**src/rtl/pc_gen_if.sv**
```systemverilog
// Fetch-side bundle between the IF-stage PC generator and its neighbours
// (hazard unit, ID branch resolution, exception unit, instruction ROM).
interface pc_gen_if;
    logic        stall;
    logic        flush;
    logic [31:0] exc_pc;
    logic        branch_flag;
    logic [31:0] branch_addr;
    logic        rom_ready;
    logic        rom_en;
    logic [31:0] pc;
    logic        branch_pending;
    logic        addr_err;

    // pc_gen issues fetch requests, so it is the master of this bundle
    modport master (
        input  stall, flush, exc_pc, branch_flag, branch_addr, rom_ready,
        output rom_en, pc, branch_pending, addr_err
    );

    modport slave (
        output stall, flush, exc_pc, branch_flag, branch_addr, rom_ready,
        input  rom_en, pc, branch_pending, addr_err
    );
endinterface

```
**src/rtl/pc_gen.sv**
```systemverilog
// IF-stage program-counter generator: sequential / branch / buffered-branch / flush.
// Optional misaligned-target check enabled by defining PC_ALIGN_CHECK_EN.
module pc_gen #(
    parameter logic [31:0] RESET_PC = 32'hBFC0_0000,
    parameter logic [31:0] PC_STEP  = 32'd4
) (
    input  logic      clk,
    input  logic      rst_n,
    pc_gen_if.master  bus
);

    typedef enum logic [1:0] {INIT, RUN, HOLD} state_t;

    state_t      state;
    logic [31:0] pc_q;
    logic [31:0] pend_addr;
    logic        rom_en_q;
    logic        pending_q;
    logic        advance;
    logic [31:0] ld_src;
    logic [31:0] ld_tgt;

    assign advance = (state != INIT) & bus.rom_ready & ~bus.stall;

    // A fresh branch from ID wins over the buffered one when both could load
    assign ld_src = bus.branch_flag ? bus.branch_addr : pend_addr;

`ifdef PC_ALIGN_CHECK_EN
    logic ld_err;
    logic err_q;

    always_comb begin
        ld_tgt = {ld_src[31:2], 2'b00};
        ld_err = |ld_src[1:0];
    end

    // Follows the pc value it flags: set on a misaligned load, cleared on any other change
    always_ff @(posedge clk or negedge rst_n) begin
        if (!rst_n) begin
            err_q <= 1'b0;
        end else if (bus.flush) begin
            err_q <= 1'b0;
        end else if (advance) begin
            if (bus.branch_flag || state == HOLD)
                err_q <= ld_err;
            else
                err_q <= 1'b0;
        end
    end

    assign bus.addr_err = err_q;
`else
    assign ld_tgt       = ld_src;
    assign bus.addr_err = 1'b0;
`endif

    always_ff @(posedge clk or negedge rst_n) begin
        if (!rst_n) begin
            state     <= INIT;
            pc_q      <= RESET_PC;
            pend_addr <= 32'h0;
            rom_en_q  <= 1'b0;
            pending_q <= 1'b0;
        end else begin
            case (state)
                INIT: begin
                    // First fetch is RESET_PC itself, not RESET_PC+step
                    if (bus.flush)
                        pc_q <= bus.exc_pc;
                    state     <= RUN;
                    rom_en_q  <= 1'b1;
                    pending_q <= 1'b0;
                end
                RUN, HOLD: begin
                    rom_en_q <= 1'b1;
                    if (bus.flush) begin
                        pc_q      <= bus.exc_pc;
                        state     <= RUN;
                        pending_q <= 1'b0;
                    end else if (advance && (bus.branch_flag || state == HOLD)) begin
                        pc_q      <= ld_tgt;
                        state     <= RUN;
                        pending_q <= 1'b0;
                    end else if (advance) begin
                        pc_q <= pc_q + PC_STEP;
                    end else if (bus.branch_flag) begin
                        // Only the latest target survives a stall
                        pend_addr <= bus.branch_addr;
                        state     <= HOLD;
                        pending_q <= 1'b1;
                    end
                end
                default: begin
                    state     <= INIT;
                    rom_en_q  <= 1'b0;
                    pending_q <= 1'b0;
                end
            endcase
        end
    end

    assign bus.pc             = pc_q;
    assign bus.rom_en         = rom_en_q;
    assign bus.branch_pending = pending_q;

endmodule

```
**src/flat_wrapper.sv**
```systemverilog
// flat-port wrapper written by rule: the top's interface ports become plain ports
module pc_gen_flat 
#(
    parameter logic [31:0] RESET_PC = 32'hBFC0_0000,
    parameter logic [31:0] PC_STEP  = 32'd4
)
  (clk, rst_n, bus_stall, bus_flush, bus_exc_pc, bus_branch_flag, bus_branch_addr, bus_rom_ready, bus_rom_en, bus_pc, bus_branch_pending, bus_addr_err);
  pc_gen_if bus_i ();
  input  logic clk;
  input  logic rst_n;
  input wire logic [$bits(bus_i.stall)-1:0] bus_stall;
  input wire logic [$bits(bus_i.flush)-1:0] bus_flush;
  input wire logic [$bits(bus_i.exc_pc)-1:0] bus_exc_pc;
  input wire logic [$bits(bus_i.branch_flag)-1:0] bus_branch_flag;
  input wire logic [$bits(bus_i.branch_addr)-1:0] bus_branch_addr;
  input wire logic [$bits(bus_i.rom_ready)-1:0] bus_rom_ready;
  output wire logic [$bits(bus_i.rom_en)-1:0] bus_rom_en;
  output wire logic [$bits(bus_i.pc)-1:0] bus_pc;
  output wire logic [$bits(bus_i.branch_pending)-1:0] bus_branch_pending;
  output wire logic [$bits(bus_i.addr_err)-1:0] bus_addr_err;
  assign bus_i.stall = bus_stall;
  assign bus_i.flush = bus_flush;
  assign bus_i.exc_pc = bus_exc_pc;
  assign bus_i.branch_flag = bus_branch_flag;
  assign bus_i.branch_addr = bus_branch_addr;
  assign bus_i.rom_ready = bus_rom_ready;
  assign bus_rom_en = bus_i.rom_en;
  assign bus_pc = bus_i.pc;
  assign bus_branch_pending = bus_i.branch_pending;
  assign bus_addr_err = bus_i.addr_err;
  pc_gen #(.RESET_PC(RESET_PC), .PC_STEP(PC_STEP)) u_core (.clk(clk), .rst_n(rst_n), .bus(bus_i));
endmodule
```
**config.mk**
```make
export PLATFORM = sky130hd
export DESIGN_NAME = pc_gen_flat
export DESIGN_NICKNAME = d
export VERILOG_FILES = /design/src/rtl/pc_gen_if.sv /design/src/rtl/pc_gen.sv /design/src/flat_wrapper.sv
export SDC_FILE = /design/constraint.sdc
export NUM_CORES = 1
export LEC_CHECK = 0
export CAP_MARGIN = 20
export CELL_PAD_IN_SITES_DETAIL_PLACEMENT = 0
export CELL_PAD_IN_SITES_GLOBAL_PLACEMENT = 1
export CORE_MARGIN = 4
export CORE_UTILIZATION = 35
export CTS_CLUSTER_DIAMETER = 120
export DETAILED_ROUTE_END_ITERATION = 7
export PLACE_DENSITY = 0.81
export RECOVER_POWER = 25
export REMOVE_ABC_BUFFERS = 1
export SYNTH_ARGS = -nofsm -noshare
export SYNTH_HDL_FRONTEND = slang
export SYNTH_SLANG_ARGS = --single-unit
```
**constraint.sdc**
```tcl
create_clock -name clk -period 3 [get_ports clk]
set_clock_uncertainty 0.05 [all_clocks]
set_input_delay 0.45 -clock clk [delete_from_list [all_inputs] [get_ports clk]]
set_output_delay 0.45 -clock clk [all_outputs]
set_load 0.02 [all_outputs]
```
======== Word-level counts from Yosys, hierarchy flattened ========
Cells that the tools add are included.
word-level totals
  output and inout port bits .............. 35
  flip-flop bits (word level) ............. 68
  input bits .............................. 70
  word-level logic and storage cells ...... 45
cells by class
  eq/ne operators ......................... 6
  bitwise logic cells ..................... 6
  add/subtract/negate cells ............... 1
  muxes and demuxes ....................... 17
  reductions and logical operators ........ 10
operator list
  operator                                                number
  two-way mux 32 bit                                      5
  one-hot mux 32 bit (2 select lines)                     1
  adder 32 x 3 -> 32 bit (second input constant)          1
  two-way mux 2 bit                                       4
  two-way mux 1 bit                                       6
  inequality test 4 x 2 -> 1 bit (second input constant)  1
  inequality test 4 x 3 -> 1 bit (second input constant)  1
  inequality test 4 bit (second input constant)           1
  inverter 1 bit                                          4
  one-hot mux 2 bit (2 select lines)                      1
  AND reduction 4 bit                                     1
  nonzero test 2 bit                                      2
  AND reduction 3 bit                                     1
  OR reduction 3 bit                                      1
  bitwise AND 1 bit                                       2
  == test 2 x 1 -> 1 bit (second input constant)          1
  == test 2 bit (second input constant)                   1
  logical NOT 2 bit                                       1
  inequality test 2 bit (second input constant)           1
  AND reduction 2 bit                                     1
  OR reduction 2 bit                                      1
  logical AND 1 bit                                       1
  logical OR 1 bit                                        1

======== Depth between registers and ports, before layout ========
  depth after elaboration ................. 7
  gate-level depth with buffers ........... 9
  gate-level depth less buffers ........... 7

======== Worst setup path before layout ========
Ideal clock, no wire load.
  path type ............................... register -> register
  start point ............................. register u_core.pc_q[2] (netlist: u_core.bus.pc[2])
  end point ............................... register u_core.pc_q[22] (netlist: u_core.bus.pc[22])
  buffers on the path ..................... 1
  setup slack ............................. 807 ps
  stages on the path, launching flop included .. 8
  clock period less this slack ............ 2193 ps
  arrival time ............................ 2059 ps
  setup time .............................. 83 ps
  required time ........................... 2867 ps
  cells stage by stage .................... dfrtp_1 > ha_1 > and4_1 > buf_4 > nor4b_4 > nand2_1 > o211a_1 > o32a_1
between the ends
  word-level cells in the longest chain between the ends .. 5
ends and longest elaborated chain
  element                              line          RTL
  start: declaration                   pc_gen.sv:15  logic [31:0] pc_q;
  start signal: assignment             pc_gen.sv:69  pc_q <= bus.exc_pc;
  start signal: assignment             pc_gen.sv:77  pc_q <= bus.exc_pc;
  start signal: assignment             pc_gen.sv:81  pc_q <= ld_tgt;
  adder 32 x 3 -> 32 bit               pc_gen.sv:85  pc_q <= pc_q + PC_STEP;
  two-way mux 32 bit                   pc_gen.sv:84  end else if (advance) begin
  two-way mux 32 bit                   pc_gen.sv:80  end else if (advance && (bus.branch_flag || state == HOLD)) begin
  two-way mux 32 bit                   pc_gen.sv:76  if (bus.flush) begin
  one-hot mux 32 bit (2 select lines)  pc_gen.sv:65  case (state)
Every way passes these cells. The select of a mux whose other input is x is not followed.
A chain may end at the register's enable or synchronous reset.

======== Final worst setup path ========
  start point ............................. register u_core.state[0]
  end point ............................... register u_core.pc_q[18] (netlist: u_core.bus.pc[18])
between the ends
  word-level cells in the longest chain between the ends .. 7
  elaborated cells between the ends (all ways) .. 16
  those cells by class .................... eq/ne: 4; mux: 3; bitwise: 2; reduce/logical: 7
ends and longest elaborated chain
  element                              line          RTL
  start: declaration                   pc_gen.sv:14  state_t state;
  start signal: assignment             pc_gen.sv:59  state <= INIT;
  start signal: assignment             pc_gen.sv:70  state <= RUN;
  start signal: assignment             pc_gen.sv:78  state <= RUN;
  nonzero test 2 bit                   pc_gen.sv:23  assign advance = (state != INIT) & bus.rom_ready & ~bus.stall;
  bitwise AND 1 bit (2 in a row)       pc_gen.sv:23
  logical AND 1 bit                    pc_gen.sv:80
  two-way mux 32 bit                   pc_gen.sv:80
  two-way mux 32 bit                   pc_gen.sv:76
  one-hot mux 32 bit (2 select lines)  pc_gen.sv:65
Parallel ways exist; a longest one is shown, timed or not.

==> results.py <==
metrics = {
    "status": {
        "status": "finished clean",
    },
    "sta": {
        "rsz0062_at_grt": "no",
        "final.min_clock_period_ns": 2.470,
        "slew_headroom": 0.3561,
        "max_freq_ghz": 0.4049,
        "hold_ws_ns": 0.4273,
        "post-route-period-util": 0.8232,
        "worst_pin_slew_ns": 0.9659,
        "maxSlewViolCount": 0,
        "setup_viol": 0,
        "hold_violations": 0,
        "fin_ws_ns": 0.5305,
    },
    "synth": {
        "synthArstFlopShare": 1.000,
        "synth_edf_count": 0,
        "synth_flop_cell": "dfrtp_1",
        "netlist.area_leader.share": 0.3576,
        "ys_seq_area_frac": 0.4148,
        "yosysMostFrequentCell": "dfrtp_1",
        "synth_cell_types": 56,
        "synth_common_cells": "59 x dfrtp_1, 40 x nand2_1, 35 x a21oi_1, 33 x mux2_2, 30 x mux2i_1",
        "synth.avg_cell_area_sq_um": 9.536,
        "synth_area_sq_um": 4129,
        "ys_top_cells_by_area": "dfrtp_1 36%, mux2_2 9.0%, mux2i_1 7.3%",
        "ys_seq_elements": 68,
        "yosysTopAreaCell": "dfrtp_1",
        "synth_warnings": 0,
        "syn_inst": 433,
    },
    "placement": {
        "port_buffers": 103,
        "placed_area_sq_um": 5359,
        "hpwl_um": 9140,
        "gp_congestion": 0.8699,
        "place_ws_ns": 0.4259,
    },
    "clock_network": {
        "cts.repair.resized": 0,
        "cts_setup_buffers": 0,
        "cts_root_buf": "clkbuf_16",
        "cts.reportedPaths.clkPinSlew_ns": 0.06,
        "clk_latency_ns": 0.34,
        "cts_buffers": 9,
        "clock_sink_count": 68,
        "cts_htree_levels": 3,
        "cts_buffer_depth": 2,
        "cts_tree": "yes",
    },
    "floorplan": {
        "initial_utilization": 0.3601,
        "ios": 105,
        "dieWidth_um": 116.6,
        "num_rows": 39,
        "core-area_sq_um": 11470,
        "dieHeight_um": 116.6,
        "design.die.area_sq_um": 13600,
    },
    "setup_path": {
        "crit_path_start_kind": "flop",
        "critPathBufInv": 2,
        "crit_path_max_fanout": 12,
        "crit_arrival_ns": 2.62,
        "cpPeakStageDelay_ns": 0.50,
        "worstPathCellList": "inv_1 -> ha_1 -> nor3b_2 -> o22ai_2 -> buf_4 -> a221oi_1 -> o21ai_1",
        "cp.required_ns": 3.15,
        "crit_family": "compound AO/OA/AOI/OAI gates",
        "crit_path_end_kind": "flop",
        "slowest_stage": "nor3b_2",
        "path_class": "reg2reg",
    },
    "cells_and_area": {
        "area_delta_synth_final_pct": 38.52,
        "final_area_sq_um": 5719,
        "drive_gt1_frac": 0.1612,
        "fin_nets": 616,
        "fillers": 1063,
        "antenna_cells": 0,
    },
    "detailed_routing": {
        "num_vias": 3802,
        "viasPerCell": 5.518,
        "routedWlPerCell_um": 18.11,
        "drt_iter0_drc": 154,
        "ant_nets": 0,
        "dr.pass1.iters": 4,
        "finalWirelength_um": 12480,
        "drc": 0,
    },
    "power": {
        "ir_drop_v": 0.0005227,
        "total_power_mw": 5.589,
        "power_density_nw_per_um2": 977.2,
        "leakage_nw": 2.372,
    },
    "grt": {
        "globalRoute.totalOverflow": 0,
        "grt_pass1_vias": 3940,
        "grt_pass1_wl_um": 20250,
        "grt_usage": 0.1903,
        "grt_max_degree": 48,
        "antenna_found_initial": 0,
    },
    "worst_hold_path": {
        "min_path_type": "reg2reg",
    },
    "flow_run": {
        "max-cap-violations": 0,
    },
}
==> final cells by class <==
class,count,area [sq um],area share
clock buffer,10,239.0,0.04179
clock inverter,6,111.4,0.01947
inverter,6,22.52,0.003938
multi-input combinational,334,2296,0.4014
sequential,68,1713,0.2995
tap,143,178.9,0.03128
timing repair buffer,122,1159,0.2026
==> final timing paths <==
kind	cells after the start	startpoint	endpoint	slack, ns
worst max-delay path	7	u_core.state[0]$_DFFE_PN0P_	u_core.bus.pc[18]$_DFFE_PN0P_	0.53
worst min-delay path	2	u_core.pend_addr[0]$_DFFE_PN0P_	u_core.pend_addr[0]$_DFFE_PN0P_	0.43
worst max register to register	7	u_core.state[0]$_DFFE_PN0P_	u_core.bus.pc[18]$_DFFE_PN0P_	0.53
worst min register to register	2	u_core.pend_addr[0]$_DFFE_PN0P_	u_core.pend_addr[0]$_DFFE_PN0P_	0.43
max in group asynchronous	4	rst_n	u_core.pend_addr[9]$_DFFE_PN0P_	0.80
min in group asynchronous	2	rst_n	u_core.pend_addr[31]$_DFFE_PN0P_	0.60
==> state kept, by name (all words and copies together) (netlist names) <==
| register | flops |
|---|---|
| u_core.bus.pc | 32 |
| u_core.pend_addr | 32 |
| u_core.state | 2 |
| u_core.bus.branch_pending | 1 |
| u_core.bus.rom_en | 1 |
==> worst reg2reg max path, stage by stage, from the launching register on <==
cell and delay (ns):
dfrtp_1 0.39, inv_1 0.09, ha_1 0.29, nor3b_2 0.50
o22ai_2 0.34, buf_4 0.28, a221oi_1 0.29, o21ai_1 0.10
==> per-stage QoR <==
| stage | setup TNS (ns) | instances | utilization |
|---|---|---|---|
| detailed placement | 0 | 671 | 0.4673 |
| global placement | 0 | 671 | 0.4673 |
| floorplan | -3.306 | 408 | - |
| finish | 0 | 689 | 0.4987 |
| CTS | 0 | 687 | 0.4979 |
| global route | 0 | 689 | 0.4987 |
==> where the power goes <==
| part | internal [mW] | total (mW) | switching (mW) |
|---|---|---|---|
| Sequential | 1.41 | 1.87 | 0.454 |
| Combinational | 1.21 | 2.46 | 1.26 |
| Clock | 0.835 | 1.26 | 0.423 |
==> metal layers <==
layer  track usage  up-vias  routed length, um
li1              -     1826                  -
met1        0.2561     1841               5559
met2        0.3078      118               5868
met3       0.04041       17                869
met4       0.06040        0                181
met5             0        -                  0
==> cell families after synthesis <==
group | Yosys count | share of synthesized area
buffers and inverters | 31 | 0.03121
XOR/XNOR | 14 | 0.02970
other | 1 | 0.0009082
AO/OA/AOI/OAI | 114 | 0.1718
multiplexers | 63 | 0.1627
adder cells (fa/ha/maj) | 5 | 0.01515
flip-flops | 68 | 0.4149
AND/OR/NAND/NOR | 137 | 0.1736
==> placed cells by master (no fill, tap or decap), types with 5 or more instances in the layout <==
cell type        instances
dfstp_2                  9
o21ai_0                 22
clkbuf_16                9
o21ai_1                  5
clkdlybuf4s50_1        101
a31oi_1                  9
and3_1                  14
mux2_2                  33
dfrtp_1                 59
nand3_1                 22
mux2i_1                 30
inv_1                    5
xor2_1                   9
nand2_1                 40
nor2_1                  24
xnor2_1                  5
buf_4                   16
ha_1                     5
nand4_1                 11
o211ai_1                 6
a21oi_1                 35
a211oi_1                 6
==> what timing repair did <==
| item | 4_1_cts | 5_1_grt |
|---|---|---|
| hold endpoints to repair | 0 | 9 |
| setup endpoints to repair | 0 | 0 |
| hold buffers | 0 | 1 |
Note: power is estimated with default switching activity, not from simulation.
==> RTL change 1: new RTL, same flow settings <==
Re-encode `state_t` (3 states) as one-hot, 3 bits wide.
--- a/src/rtl/pc_gen.sv
+++ b/src/rtl/pc_gen.sv
@@ -9,7 +9,7 @@
     pc_gen_if.master  bus
 );
 
-    typedef enum logic [1:0] {INIT, RUN, HOLD} state_t;
+    typedef enum logic [2:0] {INIT = 3'b001, RUN = 3'b010, HOLD = 3'b100} state_t;
 
     state_t      state;
     logic [31:0] pc_q;
Function: no difference found for any inputs over 4 cycles, from zero or initial values and one cycle with rst_n low; so few cycles prove little.
==> RTL change 1 against the unedited design <==
The run now ends with max-capacitance violations, max-slew violations left. Via count fell by 1.8%. Synthesized area rose by 0.12%. Power fell by 5.4%. Final area fell by 1.9%. Critical endpoint is now u_core.bus.pc[26]. Worst setup slack got worse by 16 ps. Routed wire length fell by 5.0%. Sequential cell count rose by 1.
==> RTL change 1: results (changes against the unedited design) <==
| Metric | Value |
|---|---|
| Status | complete, but fails checks |
| Largest net degree at the start of global routing | 70 (+46%) |
| Iter 0 DRT Violations | 281 (+82%) |
| P_leak | 2.29 nW (-3.4%) |
| Sequential element share of the synthesized area | 42.1% (+0.59 points) |
| P_seq | 1.92 mW (+3%) |
| Met3 WL | 882 um (+1.5%) |
| Comb pwr share | 45.1% (+1.0 points) |
| Sw Ratio | 40.0% (+1.8 points) |
| Peak supply drop | 435 uV (-17%) |
| Met2 routed wirelength | 5520 um (-6.0%) |
| Max Clk Rate | 402 MHz (-0.65%) |
| Final WL | 11900 um (-5.0%) |
| Max-Cap Viols | 1 (+1) |
| Synth Area in Compound Gates | 17.0% (-0.17 points) |
| Max transition margin | -17.8% (-53 points) |
| Critical Path Max Stage Delay | 680 ps (+180 ps) |
| All-layer global routing usage | 17.8% (-1.3 points) |
| Failing checks | max-capacitance violations, max-slew violations |
| Slew Viols, Final | 70 (+70) |
| Wl on met1 | 5300 um (-4.7%) |
| Grt met3 use | 4.92% (+0.88 points) |
| Critical-path top delay cell | or4_1 |
| CP top delay family | simple AND/OR/NAND/NOR gates |
| Vias in the first global route | 3673 (-6.8%) |
| Yosys cell types | 57 (+1.8%) |
==> RTL change 1: changes by cell type after synthesis, sizes merged, moves of 4 or more <==
| cell | unedited run | this run |
|---|---|---|
| a21oi | 35 | 21 |
| a221o | 0 | 9 |
| and3 | 14 | 5 |
| buf | 7 | 18 |
| clkbuf | 18 | 13 |
| ha | 5 | 1 |
| nand2 | 40 | 45 |
| nand4 | 12 | 8 |
| nor2 | 26 | 18 |
| o21ai | 27 | 23 |
| o22a | 4 | 0 |
| o22ai | 5 | 9 |
| xnor2 | 5 | 13 |
==> RTL change 1: worst register-to-register path: stages (launching register included) <==
cell and delay (ps):
dfrtp_1 500, ha_1 300, nand3_1 210, or4_1 680
nor4_2 240, xor2_1 110, a221o_1 330
==> RTL change 1: stage by stage <==
stage | instances | power (mW) | area, sq um | util [%]
6_report | 674 | 5.29 | 5610 | 48.9
4_1_cts | 674 | 5.33 | 5630 | 49.1
3_5_place_dp | 658 | 4.31 | 5360 | 46.7
3_3_place_gp | 658 | 4.25 | 5360 | 46.7
2_1_floorplan | 394 | 3.26 | 4000 | -
5_1_grt | 674 | 5.67 | 5610 | 48.9
==> RTL change 1: how the worst min path moves through the flow <==
stage,start,endpoint,slack [ps],depth (start not counted)
after floorplan,rst_n,u_core.bus.branch_pending,100,0
after CTS,rst_n,u_core.pend_addr[1],110,2
after detailed placement,u_core.pend_addr[0],u_core.pend_addr[0],420,2
final,u_core.pend_addr[0],u_core.pend_addr[0],430,2
after global placement,u_core.pend_addr[0],u_core.pend_addr[0],420,2
after global routing,u_core.pend_addr[9],u_core.pend_addr[9],450,1
==> RTL change 1: layout make-up <==
type	instances	area, sq um
flip-flops and latches	69	1740
clock inverters	4	23.8
multi-input cells	320	2250
inverters	5	18.8
well taps	143	179
repair buffers	121	1150
clock buffers	12	246
fillers	1058	5850
==> RTL change 2: new RTL, same flow settings <==
Made on the original files. The option `PC_ALIGN_CHECK_EN` is turned on by a define.
--- a/src/rtl/pc_gen.sv
+++ b/src/rtl/pc_gen.sv
@@ -1,5 +1,7 @@
 // IF-stage program-counter generator: sequential / branch / buffered-branch / flush.
 // Optional misaligned-target check enabled by defining PC_ALIGN_CHECK_EN.
+`define PC_ALIGN_CHECK_EN
+
 module pc_gen #(
     parameter logic [31:0] RESET_PC = 32'hBFC0_0000,
     parameter logic [31:0] PC_STEP  = 32'd4
Check against the original RTL: not equivalent (Yosys sat finds a counterexample within 4 cycles, from zero or initial values and one cycle with rst_n low).
==> RTL change 2 against the unedited design <==
Synthesized cell count increased by 4.4%. Die area rose by 1.5%. Non-clock buffer count increased by 2. Worst setup slack gained 84 ps. Hold slack got worse by 150 ps. Synthesized area grew 1.6%. Routed wire length up 3.1%. Power decreased by 4.3%. Sequential cell count increased by 1. Final area is essentially flat. Sequential share of layout area up 0.46 points. Via count increased by 3.9%. Critical path type unchanged.
==> RTL change 2: results (changes against the unedited design) <==
| Metric | Value |
|---|---|
| First-pass GRT wire length | 20900 um (+3.3%) |
| Peak supply drop | 458 uV (-12%) |
| R2R cell count | 8 (+1) |
| Worst-Margin Slew | 1180 ps (+210 ps) |
| Final Cycle Share | 79.5% (-2.8 points) |
| Largest net degree at the start of global routing | 34 (-29%) |
| Iter 0 DRT Violations | 240 (+56%) |
| Commonest cells in the netlist | dfrtp_1, nand2_1, a21oi_1 |
| CP endpoint | u_core.bus.pc[30] |
| Vias in the first global route | 3950 (+0.25%) |
| Post-CTS setup buffers | 0 (unchanged) |
| All-layer global routing usage | 18.6% (-0.39 points) |
| Yosys reg bits | 69 (+1.5%) |
| Synth Area in Compound Gates | 17.8% (+0.65 points) |
| Worst Path Arrival | 2550 ps (-70 ps) |
| Synth Area in Adders | 1.49% (-0.024 points) |
| Clock root buffer | clkbuf_16 |
| First drt pass iteration count | 5 (+1) |
| Nets | 629 (+2.1%) |
| Fillers | 1077 (+1.3%) |
| R2R Setup Slk | 610 ps (+80 ps) |
| Synth top area cells | dfrtp_1, mux2_2, mux2i_1 |
| Wl on met1 | 5950 um (+7.1%) |
| Slew Viols, Final | 0 (unchanged) |
| Yosys cell types | 52 (-7.1%) |
| Via density | 5.63 (+1.9%) |
| RD Place Congestion | 0.848 (-2.5%) |
| Post-DP HPWL | 9370 um (+2.5%) |
| Status | complete, no violations |
| Share of post-route cells with drive strength above 1 | 16.1% (-0.017 points) |
| P_leak | 2.32 nW (-2.3%) |
| Max FO, Critical Path | 21 (+9) |
| Cts repair resizes | 0 (unchanged) |
| Pre-CTS WS | 483 ps (+57.1 ps) |
| Sequential element share of the synthesized area | 41.4% (-0.072 points) |
| Sw Ratio | 39.4% (+1.2 points) |
| IO buf count | 104 (+0.97%) |
| Hold Path Class | in -> async |
| Synth Area in XOR/XNOR | 2.71% (-0.26 points) |
| Share of synthesized area spent on multiplexers | 15.4% (-0.92 points) |
| Met2 routed wirelength | 6020 um (+2.6%) |
| Critical Path Max Stage Delay | 430 ps (-70 ps) |
## RTL change 2: worst min-delay path by stage
stage | slack (ps) | startpoint | cells after the start | to
floorplan | 100 | rst_n | 0 | u_core.bus.addr_err
global placement | 380 | rst_n | 1 | u_core.pend_addr[31]
detailed placement | 380 | rst_n | 1 | u_core.bus.pc[13]
CTS | 20 | rst_n | 1 | u_core.pend_addr[13]
global route | 370 | rst_n | 1 | u_core.pend_addr[13]
finish | 280 | rst_n | 1 | u_core.pend_addr[13]
## RTL change 2: kinds of logic (layout without fill, tap and decap cells)
group	after synthesis	count (layout)
buffers and inverters	42	149
flip-flops	69	69
adder cells (fa/ha/maj)	5	5
AO/OA/AOI/OAI	119	119
XOR/XNOR	13	13
multiplexers	60	60
AND/OR/NAND/NOR	144	144
## RTL change 2: per-layer routing
metal  global-route usage (%)  vias up
met5                        0        -
met4                     5.42        0
met3                     3.32       17
met2                     29.6      135
met1                     26.1     1919
li1                         -     1878
## RTL change 2: worst reg2reg max path, stage by stage (launching register included)
cell       delay [ps]
dfrtp_1           400
inv_1              80
ha_1              240
nor3b_2           430
o21ai_1           130
buf_4             240
a2111oi_0         390
o22ai_1           140
and3_1            170
## RTL change 2: area by class of cell
type | instances | area (sq um) | share of cell area, %
Clock buffer | 10 | 229 | 4.01
Tap cell | 143 | 179 | 3.13
Timing Repair Buffer | 124 | 1170 | 20.5
Sequential cell | 69 | 1740 | 30.4
Clock inverter | 6 | 63.8 | 1.12
Multi-Input combinational cell | 341 | 2300 | 40.2
Inverter | 9 | 33.8 | 0.591
## RTL change 2: power by group through the flow
| stage | Combinational [mW] | Clock, mW | Sequential [mW] |
|---|---|---|---|
| floorplan | 1.19 | 0 | 2.02 |
| global placement | 2.40 | 0 | 1.84 |
| detailed placement | 2.45 | 0 | 1.86 |
| CTS | 2.46 | 1.07 | 1.85 |
| global route | 2.67 | 1.11 | 1.92 |
| finish | 2.45 | 1.05 | 1.86 |
## RTL change 2: per-stage QoR
stage	utilization [%]	setup TNS (ps)	cell area, sq um	cells
2_1_floorplan	-	-6040	4060	419
3_3_place_gp	46.9	0	5430	686
3_5_place_dp	46.9	0	5430	686
4_1_cts	49.5	0	5720	702
5_1_grt	49.4	0	5710	702
6_report	49.4	0	5710	702
